--- src/rtl/note_disp_pkg.sv ---
// Shared constants for the note display: note codes, segment patterns
// ({g,f,e,d,c,b,a}, active-low) and the history entry type.
package note_disp_pkg;

  localparam logic [2:0] NOTE_NONE = 3'd0;
  localparam logic [2:0] NOTE_A    = 3'd1;
  localparam logic [2:0] NOTE_B    = 3'd2;
  localparam logic [2:0] NOTE_C    = 3'd3;
  localparam logic [2:0] NOTE_D    = 3'd4;
  localparam logic [2:0] NOTE_E    = 3'd5;
  localparam logic [2:0] NOTE_F    = 3'd6;
  localparam logic [2:0] NOTE_G    = 3'd7;

  localparam logic [6:0] SEG_DASH  = 7'b0111111;
  localparam logic [6:0] SEG_A     = 7'b0001000;
  localparam logic [6:0] SEG_B     = 7'b0000011;
  localparam logic [6:0] SEG_C     = 7'b1000110;
  localparam logic [6:0] SEG_D     = 7'b0100001;
  localparam logic [6:0] SEG_E     = 7'b0000110;
  localparam logic [6:0] SEG_F     = 7'b0001110;
  localparam logic [6:0] SEG_G     = 7'b1000010;
  localparam logic [6:0] SEG_BLANK = 7'b1111111;

  typedef struct packed {
    logic       occ;
    logic [2:0] code;
  } hist_entry_t;

endpackage

--- src/rtl/note_seg_lut.sv ---
// Combinational note-code to seven-segment pattern lookup.
// Unoccupied slots are blank; an occupied "none" code shows a dash.
module note_seg_lut
  import note_disp_pkg::*;
(
  input  logic [2:0] code,
  input  logic       occupied,
  output logic [6:0] seg
);

  // Pattern select; blank unless the slot holds a note
  always_comb begin
    seg = SEG_BLANK;
    if (occupied) begin
      case (code)
        NOTE_NONE: seg = SEG_DASH;
        NOTE_A:    seg = SEG_A;
        NOTE_B:    seg = SEG_B;
        NOTE_C:    seg = SEG_C;
        NOTE_D:    seg = SEG_D;
        NOTE_E:    seg = SEG_E;
        NOTE_F:    seg = SEG_F;
        NOTE_G:    seg = SEG_G;
        default:   seg = SEG_BLANK;
      endcase
    end
  end

endmodule

--- src/rtl/note_display_mux.sv ---
// Note history display: shifts accepted notes into a NUM_DIGITS-deep
// history (entry 0 newest, rightmost digit) and time-multiplexes it onto
// a common seven-segment display. seg and an are registered from the
// same next-state index/contents so they always change together.
module note_display_mux
  import note_disp_pkg::*;
#(
  parameter int NUM_DIGITS = 4,
  parameter int SCAN_DIV   = 50000
) (
  input  logic                              clk,
  input  logic                              rst,
  input  logic [2:0]                        note_in,
  input  logic                              note_valid,
  output logic                              note_ready,
  input  logic                              freeze,
  input  logic                              clear,
  output logic [6:0]                        seg,
  output logic [NUM_DIGITS-1:0]             an,
  output logic [$clog2(NUM_DIGITS+1)-1:0]   fill_count
);

  localparam int PW = $clog2(SCAN_DIV);
  localparam int IW = $clog2(NUM_DIGITS);
  localparam int FW = $clog2(NUM_DIGITS+1);

  logic [PW-1:0]         presc_q, presc_d;
  logic [IW-1:0]         idx_q, idx_d;
  logic [FW-1:0]         fill_q, fill_d;
  hist_entry_t           hist_q [NUM_DIGITS];
  hist_entry_t           hist_d [NUM_DIGITS];
  logic [6:0]            seg_q, seg_d;
  logic [NUM_DIGITS-1:0] an_q, an_d;

  logic                  accept;
  logic                  tick;
  hist_entry_t           sel_entry;
  logic [NUM_DIGITS-1:0] an_one;

  assign note_ready = !freeze && !rst;
  assign accept     = note_valid && note_ready;
  assign an_one     = {{(NUM_DIGITS-1){1'b0}}, 1'b1};

  // Prescaler and digit index; scanning runs regardless of freeze
  always_comb begin
    tick    = (presc_q == PW'(SCAN_DIV-1));
    presc_d = tick ? '0 : presc_q + PW'(1);
    idx_d   = idx_q;
    if (tick) begin
      idx_d = (idx_q == IW'(NUM_DIGITS-1)) ? '0 : idx_q + IW'(1);
    end
  end

  // History shift on accept; clear wins and drops a simultaneous note
  always_comb begin
    hist_d = hist_q;
    fill_d = fill_q;
    if (clear) begin
      for (int k = 0; k < NUM_DIGITS; k++) begin
        hist_d[k] = '0;
      end
      fill_d = '0;
    end else if (accept) begin
      for (int k = NUM_DIGITS-1; k > 0; k--) begin
        hist_d[k] = hist_q[k-1];
      end
      hist_d[0] = '{occ: 1'b1, code: note_in};
      if (fill_q != FW'(NUM_DIGITS)) begin
        fill_d = fill_q + FW'(1);
      end
    end
  end

  // Pick the entry that the next index will show, from next-cycle contents
  always_comb begin
    sel_entry = '0;
    for (int k = 0; k < NUM_DIGITS; k++) begin
      if (idx_d == IW'(k)) begin
        sel_entry = hist_d[k];
      end
    end
    an_d = ~(an_one << idx_d);
  end

  note_seg_lut u_lut (
    .code     (sel_entry.code),
    .occupied (sel_entry.occ),
    .seg      (seg_d)
  );

  // State and output registers with synchronous reset
  always_ff @(posedge clk) begin
    if (rst) begin
      presc_q <= '0;
      idx_q   <= '0;
      fill_q  <= '0;
      for (int k = 0; k < NUM_DIGITS; k++) begin
        hist_q[k] <= '0;
      end
      seg_q   <= SEG_BLANK;
      an_q    <= '1;
    end else begin
      presc_q <= presc_d;
      idx_q   <= idx_d;
      fill_q  <= fill_d;
      for (int k = 0; k < NUM_DIGITS; k++) begin
        hist_q[k] <= hist_d[k];
      end
      seg_q   <= seg_d;
      an_q    <= an_d;
    end
  end

  assign seg        = seg_q;
  assign an         = an_q;
  assign fill_count = fill_q;

endmodule

--- config.mk ---
export PLATFORM = sky130hd
export DESIGN_NAME = note_display_mux
export DESIGN_NICKNAME = d
export VERILOG_FILES = /design/src/rtl/note_disp_pkg.sv /design/src/rtl/note_seg_lut.sv /design/src/rtl/note_display_mux.sv
export SDC_FILE = /design/constraint.sdc
export NUM_CORES = 1
export LEC_CHECK = 0
export CORE_MARGIN = 1
export CORE_UTILIZATION = 45
export DETAILED_ROUTE_END_ITERATION = 7
export GPL_TIMING_DRIVEN = 1
export HOLD_SLACK_MARGIN = 0.15
export PLACE_DENSITY = 0.77
export SLEW_MARGIN = 15
export SYNTH_ARGS = -nofsm -noshare
export SYNTH_HDL_FRONTEND = slang
export SYNTH_HIERARCHICAL = 1
export SYNTH_SLANG_ARGS = --single-unit
--- constraint.sdc ---
create_clock -name clk -period 7.9 [get_ports clk]
set_input_delay 1.58 -clock clk [delete_from_list [all_inputs] [get_ports clk]]
set_output_delay 1.58 -clock clk [all_outputs]
set_load 0.02 [all_outputs]
==> results of run 1 <==
## through the flow
step	hold WS [ps]	total power, µW	std cells	instance area [µm²]
after floorplan	417.5	265.6	247	2198
after global placement	429.5	273.0	325	2450
after detailed placement	438.4	273.3	325	2450
after CTS	450.9	421.4	333	2542
after global routing	483.9	432.0	333	2542
final	450.7	416.6	333	2542
## routing by layer
| layer | global-route usage | part of all wire | vias to the layer above |
|---|---|---|---|
| met1 | 0.1776 | 0.46 | 756 |
| met3 | 0.03333 | 0.023 | 5 |
| met4 | 0.09150 | 0.020 | 0 |
| li1 | - | - | 851 |
| met2 | 0.2977 | 0.50 | 15 |
| met5 | 0 | 0 | - |
## state kept, by name (all words and copies together), names as in the netlist
| signal | cells |
|---|---|
| fill_count | 3 |
| idx_q | 2 |
| presc_q | 16 |
| an | 4 |
| hist_q | 16 |
| seg | 7 |
## cell families after synthesis
group / count (synthesis) / share of synthesized area
mux: 15 / 0.07626
xor+xnor: 13 / 0.05179
simple gates: 116 / 0.2829
fa+ha+maj: 8 / 0.04553
compound gates: 27 / 0.06545
flops: 48 / 0.4371
buf+inv: 20 / 0.04098
## final cells by class
cell class | count | area [µm²]
Tap cell | 67 | 83.83
Sequential cell | 48 | 960.9
Clock buffer | 6 | 82.58
Clock inverter | 2 | 10.01
Timing Repair Buffer | 23 | 227.7
Fill cell | 428 | 2181
Inverter | 8 | 30.03
Multi-Input combinational cell | 179 | 1147
## worst min-delay path by stage
| stage | startpoint | endpoint | slack [ps] | depth (start not counted) |
|---|---|---|---|---|
| floorplan | presc_q[0] | presc_q[0] | 420 | 1 |
| global placement | presc_q[0] | presc_q[0] | 430 | 1 |
| detailed placement | presc_q[0] | presc_q[0] | 440 | 1 |
| CTS | presc_q[0] | presc_q[0] | 450 | 1 |
| global route | presc_q[0] | presc_q[0] | 480 | 1 |
| finish | presc_q[0] | presc_q[0] | 450 | 1 |
## synth_stat cells (5+ instances only)
library cell,n
sky130_fd_sc_hd__dfxtp_1,48
sky130_fd_sc_hd__xnor2_1,5
sky130_fd_sc_hd__buf_2,6
sky130_fd_sc_hd__nor3_1,6
sky130_fd_sc_hd__xor2_1,8
sky130_fd_sc_hd__nor2b_1,15
sky130_fd_sc_hd__or2_2,7
sky130_fd_sc_hd__clkbuf_1,5
sky130_fd_sc_hd__inv_1,8
sky130_fd_sc_hd__nor2_1,19
sky130_fd_sc_hd__or3_1,6
sky130_fd_sc_hd__nand2_1,39
sky130_fd_sc_hd__a21oi_1,19
sky130_fd_sc_hd__mux2i_1,13
sky130_fd_sc_hd__o21ai_0,5
sky130_fd_sc_hd__nand3_1,6
sky130_fd_sc_hd__ha_1,8
## power breakdown
part	switching [µW]	internal, µW	total [µW]
combinational	13.0	9.19	22.2
sequential	1.35	244	245
clock	79.2	69.9	149
## critical path, cell delays in order
cell,delay [ps]
sky130_fd_sc_hd__clkdlybuf4s50_1,460
sky130_fd_sc_hd__buf_4,330
sky130_fd_sc_hd__nor2_1,90
sky130_fd_sc_hd__clkdlybuf4s50_1,540
==> results.txt, run 1 <==
STA classifies the critical path endpoint as an output port. The clock-pin slew of the registers on the worst-case setup and hold paths is 80 ps. The launch instance of the worst register-to-register path is presc_q[0].

The critical path is of the primary input to output port type. The final period demand of the worst path came out at 4597 ps. In this run the core area contains 25 standard-cell rows. The part of the Yosys area used for sequential elements is 0.4371. The effective utilization at floorplan is 0.4654. The first detailed-routing pass took 4 iterations. The register-to-register path setup slack came out at 4930 ps. For the worst setup path, the data arrival time is about 3000 ps. The count of buffers from port buffering is 22. The clock tree skew after final layout is 6.863 ps. In the synthesized netlist the dominant register cell turns out to be sky130_fd_sc_hd__dfxtp_1.

The number of different library cells used by synthesis comes to 36. The critical-path maximum fanout came out at 36. The total of hold buffers inserted after clock tree synthesis is 0. Synthesis inferred 48 register bits. The number of cell instances on the worst register-to-register path is 11. The total overflow reported by the global router came out at 0. For this design the top-level I/O count stands at 23. The min-delay analysis places its worst path in the category flip-flop to flip-flop. The largest voltage drop on the vdd net is 0.08964 mV.

The total wire length came out at between 3 and 4 mm. The region available for standard cell placement spans 4723 µm². Entering global routing, the biggest net connects 37 pins. The first element of the critical path is rst. The number of nets produced by synthesis came out at about 260. The area added between synthesis and finish came out at 15.65%. After the first detailed-routing iteration, the DRC count stood at 27.

The antenna diode count came out at 0. The required time at the endpoint of the critical path came out at 6320 ps. The cell area after technology mapping came out at 2198 µm². In this run the worst setup path terminates at note_ready.

In this run the post-CTS setup repair buffer count came out at 0. The clock tree synthesis step divided the H-tree into 2 levels. For the worst-skew pair, the clock arrives at the later sink with an insertion delay of 300 ps. The final number of hold-violating endpoints is 0. Across the run, the number of max-cap violations was 0. The post-route worst setup slack came out at approximately 3300 ps. The detailed-placement wirelength estimate is approximately 2.6 mm. The number of gates resized after cts is 0. The number of antenna violations at the first check in global routing is 0. The share of the clock period used by the worst path came out at 0.5819. The end of the worst register-to-register path is seg[0]. The most common cell after layout, fill and taps aside is sky130_fd_sc_hd__dfxtp_1.

In this run the deepest clock path goes through 2 buffers. The number of global-route vias before repair was 1,631. Before CTS, the worst setup slack after placement is 3000 ps. The total power density per cell area came out at approximately 160 nW/µm².

The global-route wire length before repair came out at 6.603 mm. TritonCTS created 5 clock buffers. The total count of max-transition violations in the final report came to 0. The highest achievable clock rate came out at approximately 0.22 GHz.

The routed wire length per instance is between 10 and 15 µm. TritonCTS built the clock tree. The leading area contributor after synthesis is sky130_fd_sc_hd__dfxtp_1.

Setup total negative slack on the finished layout was measured at 0 ps. For this run, the number of Yosys warnings is 6. In the global route stage, overall resource usage came out at 0.1638. Setup violations remaining at the end of the flow were counted as 0. In the routed design, unresolved DRC markers number 0.

The post-detailed-route count of antenna-violating nets came out at 0. Setup repair after global routing left no endpoint under its margin. The flow ran to the end, and the final reports show no timing, DRC or antenna violations. The die width came out at a little over 70 µm. Of the cells placed in the final design, the portion with a size suffix greater than 1 is 0.09774. The tree built by TritonCTS fans out to 48 sinks.

The library cell used as clock root buffer is sky130_fd_sc_hd__clkbuf_8. The worst setup path is launched from a primary input. The congestion estimate from routability-driven global placement came to between 0.7 and 0.8. Sorting the synthesized cells by area gives the leading types as sky130_fd_sc_hd__dfxtp_1 44%, sky130_fd_sc_hd__nand2_1 6.7%, sky130_fd_sc_hd__mux2i_1 5.9%. The post-route core utilization came out at 0.5383. The total via count after detailed routing came out at roughly 1,600. The die covers 5169 µm². The leakage component of the power is 0.0009778 µW. A synthesized cell averages 8.900 µm². The cell count after synthesis is 247. The height of the die came out at 71.90 µm. Counting flops with a built-in enable in the synthesized netlist gives 0. The normalized max-slew margin is 0.3603. The top cell types in the final layout, fill and taps aside, are 48 x sky130_fd_sc_hd__dfxtp_1, 39 x sky130_fd_sc_hd__nand2_1, 22 x sky130_fd_sc_hd__clkdlybuf4s50_1. The top cell type's share of synthesized area came out at 0.4371. The slew of the pin with the lowest slew margin is 955.4 ps. The via density per instance is 4.886. For this run, asynchronously set or reset flops after synthesis account for 0. The layout net count came out at 281.
(Power assumes the default switching activity.)
==> run 2, diff against run 1 <==
- PLACE_DENSITY: 0.77 -> 0.79
- clock period: 7.9 -> 3.7 ns (I/O delays scaled with it)
==> run 2 against run 1 <==
Net effect: utilization is 0.64 points higher; worst setup slack lost 2800 ps; combinational power grew 130%; final cell count grew 1.2%; clock power increased by 110%; die area did not move; first-iteration DRC count rose by 41%; routed wire length is 3.2% higher; power increased by 110%; flip-flop and latch count did not move; largest power group unchanged.
==> results.txt, run 2 (synthesis gave the netlist of run 1 again) <==
The height of the die came out at 71.90 µm (unchanged). The number of buffers and inverters on the critical path is 2 (-1). The number of failing setup endpoints in the final timing report came out at 0 (unchanged). The multi-input logic area is 1147 µm² (unchanged). The total count of max-transition violations in the final report is 0 (unchanged). The number of gates resized after cts came out at 0 (unchanged). The layout filler cell count is 442 (+3.3%). The signal on the critical path passes through clkdlybuf4s50_1 > nor3b_2 > nand2_1 > a21oi_1 > mux2i_1 > mux2i_1 > inv_1 > ha_1 > xor2_1 > nand2_1 > or2_2.

The library cell used as clock root buffer is sky130_fd_sc_hd__clkbuf_8. The total I/O pin count came to 23 (unchanged). The clock-pin slew of the registers on the worst-case setup and hold paths is 80 ps (about the same). The run finished with clean final reports. The register-to-register path setup slack came out at 710 ps (-4220 ps).

The number of cell instances on the worst register-to-register path is 11 (unchanged). The critical-path maximum fanout is 9 (-75%). The final number of hold-violating endpoints came out at 0 (unchanged). Setup repair after global routing left no endpoint under its margin. The instance count along the most critical hold path came out at 1 (unchanged). The post-detailed-route count of antenna-violating nets is 0 (unchanged).

The final period demand of the worst path is 3214 ps. The overall die area is 5169 µm² (unchanged). The launching element type of the critical path is a primary input. The leakage component of the power is 0.0009980 µW (+2.1%). The total overflow reported by the global router is 0 (unchanged). The routed wire length per instance came to 11.47 µm (+2.0%). The total wire length is 3.865 mm (+3.2%). The number of H-tree branching levels came to 2 (unchanged). The summed area of non-filler cells in the final layout came out at 2572 µm² (+1.2%). The normalized max-slew margin came out at 0.6193 (+0.2590).

The first element of the critical path is rst. The max-cap violation count is 0 (unchanged). The clock latency reported for the late side of the worst-skew pair was 300 ps (about the same). The row count came out at 25 (unchanged). The total of hold buffers inserted after clock tree synthesis came out at 0 (unchanged). The area of placed instances came out at 2480 µm² (+1.2%). The count of buffers from port buffering came out at 22 (unchanged). The antenna diode count was 0 (unchanged). On the critical path, the stage with the largest delay is an instance of sky130_fd_sc_hd__nor3b_2. The detailed-placement wirelength estimate is 2.690 mm (+3.4%).

The die width is 71.90 µm (unchanged). The library cell used most frequently in the layout, excluding fill and tap cells, is sky130_fd_sc_hd__dfxtp_1. The global placement routability congestion is 0.8094 (+8.9%). The layout net count is 285 (+1.4%). The number of buffers inserted by post-CTS setup repair is 0 (unchanged).

The largest voltage drop on the vdd net is 0.2122 mV (+140%). In this run the critical register-to-register path is launched from presc_q[0]. The global-route wire length before repair is 6.596 mm (-0.11%). The top cell types in the final layout, fill and taps aside, are 48 x sky130_fd_sc_hd__dfxtp_1, 39 x sky130_fd_sc_hd__nand2_1, 22 x sky130_fd_sc_hd__clkdlybuf4s50_1. The clock tree skew after final layout came to 3.803 ps (-3.060 ps). The number of instances in the placed design came out at 329 (+1.2%).

The kind of cell with the highest combined delay along the critical path is simple AND/OR/NAND/NOR gates. The slew of the pin with the lowest slew margin is 555.2 ps (-400.2 ps). The effective utilization at floorplan is 0.4654 (unchanged). The pin count of the biggest net entering global routing is 29 (-22%). The final cell count without fillers is 337 (+1.2%). The post-route core utilization came out at 0.5446 (+0.006358). The via density per instance came out at 4.917 (+0.64%). The TritonCTS clock tree is yes. The start-to-end type of the worst setup path is primary input to flip-flop. In this run the critical register-to-register path is captured at seg[2]. The number of sinks driven by the clock tree was 48 (unchanged).

The overall power consumption is 889.1 µW (+110%). The path class of the tightest hold or removal check is flip-flop to flip-flop. The area added between synthesis and finish came out at 17.02%. The number of search-and-repair iterations in the first detailed-routing pass came to 4 (unchanged). The register area is 960.9 µm² (unchanged). The number of antenna violations at the first check in global routing is 0 (unchanged). The violation count after the first detailed-route iteration came out at 38 (+41%). The number of clock buffers inserted by TritonCTS came out at 5 (unchanged). The all-layer global routing usage was 0.1664 (+0.002626).

The total via count after detailed routing is 1,657 (+1.8%). The share of the clock period used by the worst path came out at 0.8686. The highest achievable clock rate came out at 0.3112 GHz. The total power density per cell area is 345.6 nW/µm² (+110%). The setup TNS after final layout is 0 ps (unchanged). The launch instance of the worst min-delay path is presc_q[0]. STA classifies the critical path endpoint as a flip-flop. The number of global-route vias before repair is 1,549 (-5.0%). The ratio of cells with drive above 1 in the final layout is 0.1111 (+0.01337).

The worst-case hold path end point is presc_q[0]. The final routed DRC violation total is 0 (unchanged). The buffer depth of the longest clock path is 2 (unchanged). The arrival time at the worst endpoint is 3410 ps (+390 ps). The required time at the endpoint of the critical path came out at 3890 ps (-2430 ps). The maximum cell stage delay along the critical path came to 520 ps (-20 ps).

The placeable core region came out at 4723 µm² (unchanged).
==> run 2: cell types whose count changed in the layout (fill, tap and decap cells not counted), sizes merged <==
| cell | before | now |
|---|---|---|
| buf | 1 | 5 |
==> run 2: routing by layer <==
| layer | wire [µm] | track usage |
|---|---|---|
| met1 | 1849 | 0.2021 |
| met4 | 63 | 0.06754 |
| met3 | 121 | 0.05000 |
| met2 | 1830 | 0.2767 |
| met5 | 0 | 0 |
==> run 2: area by class of cell <==
class                   instances  area share
multi-input cells             179      0.4460
clock inverters                 2    0.003891
well taps                      67     0.03259
clock buffers                   6     0.03210
inverters                       8     0.01167
repair buffers                 27      0.1002
flip-flops and latches         48      0.3735
==> run 2: per-stage QoR <==
step	hold WS (ps)	worst slack (ps)
floorplan	417.5	718.0
global placement	432.6	283.7
detailed placement	447.9	227.1
CTS	461.5	551.0
global route	499.0	230.1
finish	453.1	486.4
==> run 2: worst max-delay path by stage <==
stage,to,cells after the start
floorplan,seg[0],12
finish,seg[2],11
detailed placement,seg[2],11
global placement,seg[2],11
CTS,seg[2],11
global route,seg[2],10
==> run 2: worst reg2reg max path: stages, from the launching register on <==
cell and delay (ps):
sky130_fd_sc_hd__dfxtp_1 360, sky130_fd_sc_hd__ha_1 200, sky130_fd_sc_hd__and3_1 250, sky130_fd_sc_hd__nand4_4 170, sky130_fd_sc_hd__mux2i_4 500, sky130_fd_sc_hd__mux2i_1 170
sky130_fd_sc_hd__mux2i_1 300, sky130_fd_sc_hd__inv_1 110, sky130_fd_sc_hd__ha_1 310, sky130_fd_sc_hd__xor2_1 180, sky130_fd_sc_hd__nand2_1 70, sky130_fd_sc_hd__or2_2 270
==> run 2: power by group <==
group / leakage [µW] / total, µW / internal, µW / switching [µW]
clock network: 0.0000510 / 314 / 149 / 165
logic: 0.000559 / 50.7 / 22.1 / 28.7
registers: 0.000388 / 524 / 521 / 2.99
total: 0.000998 / 889 / 692 / 197
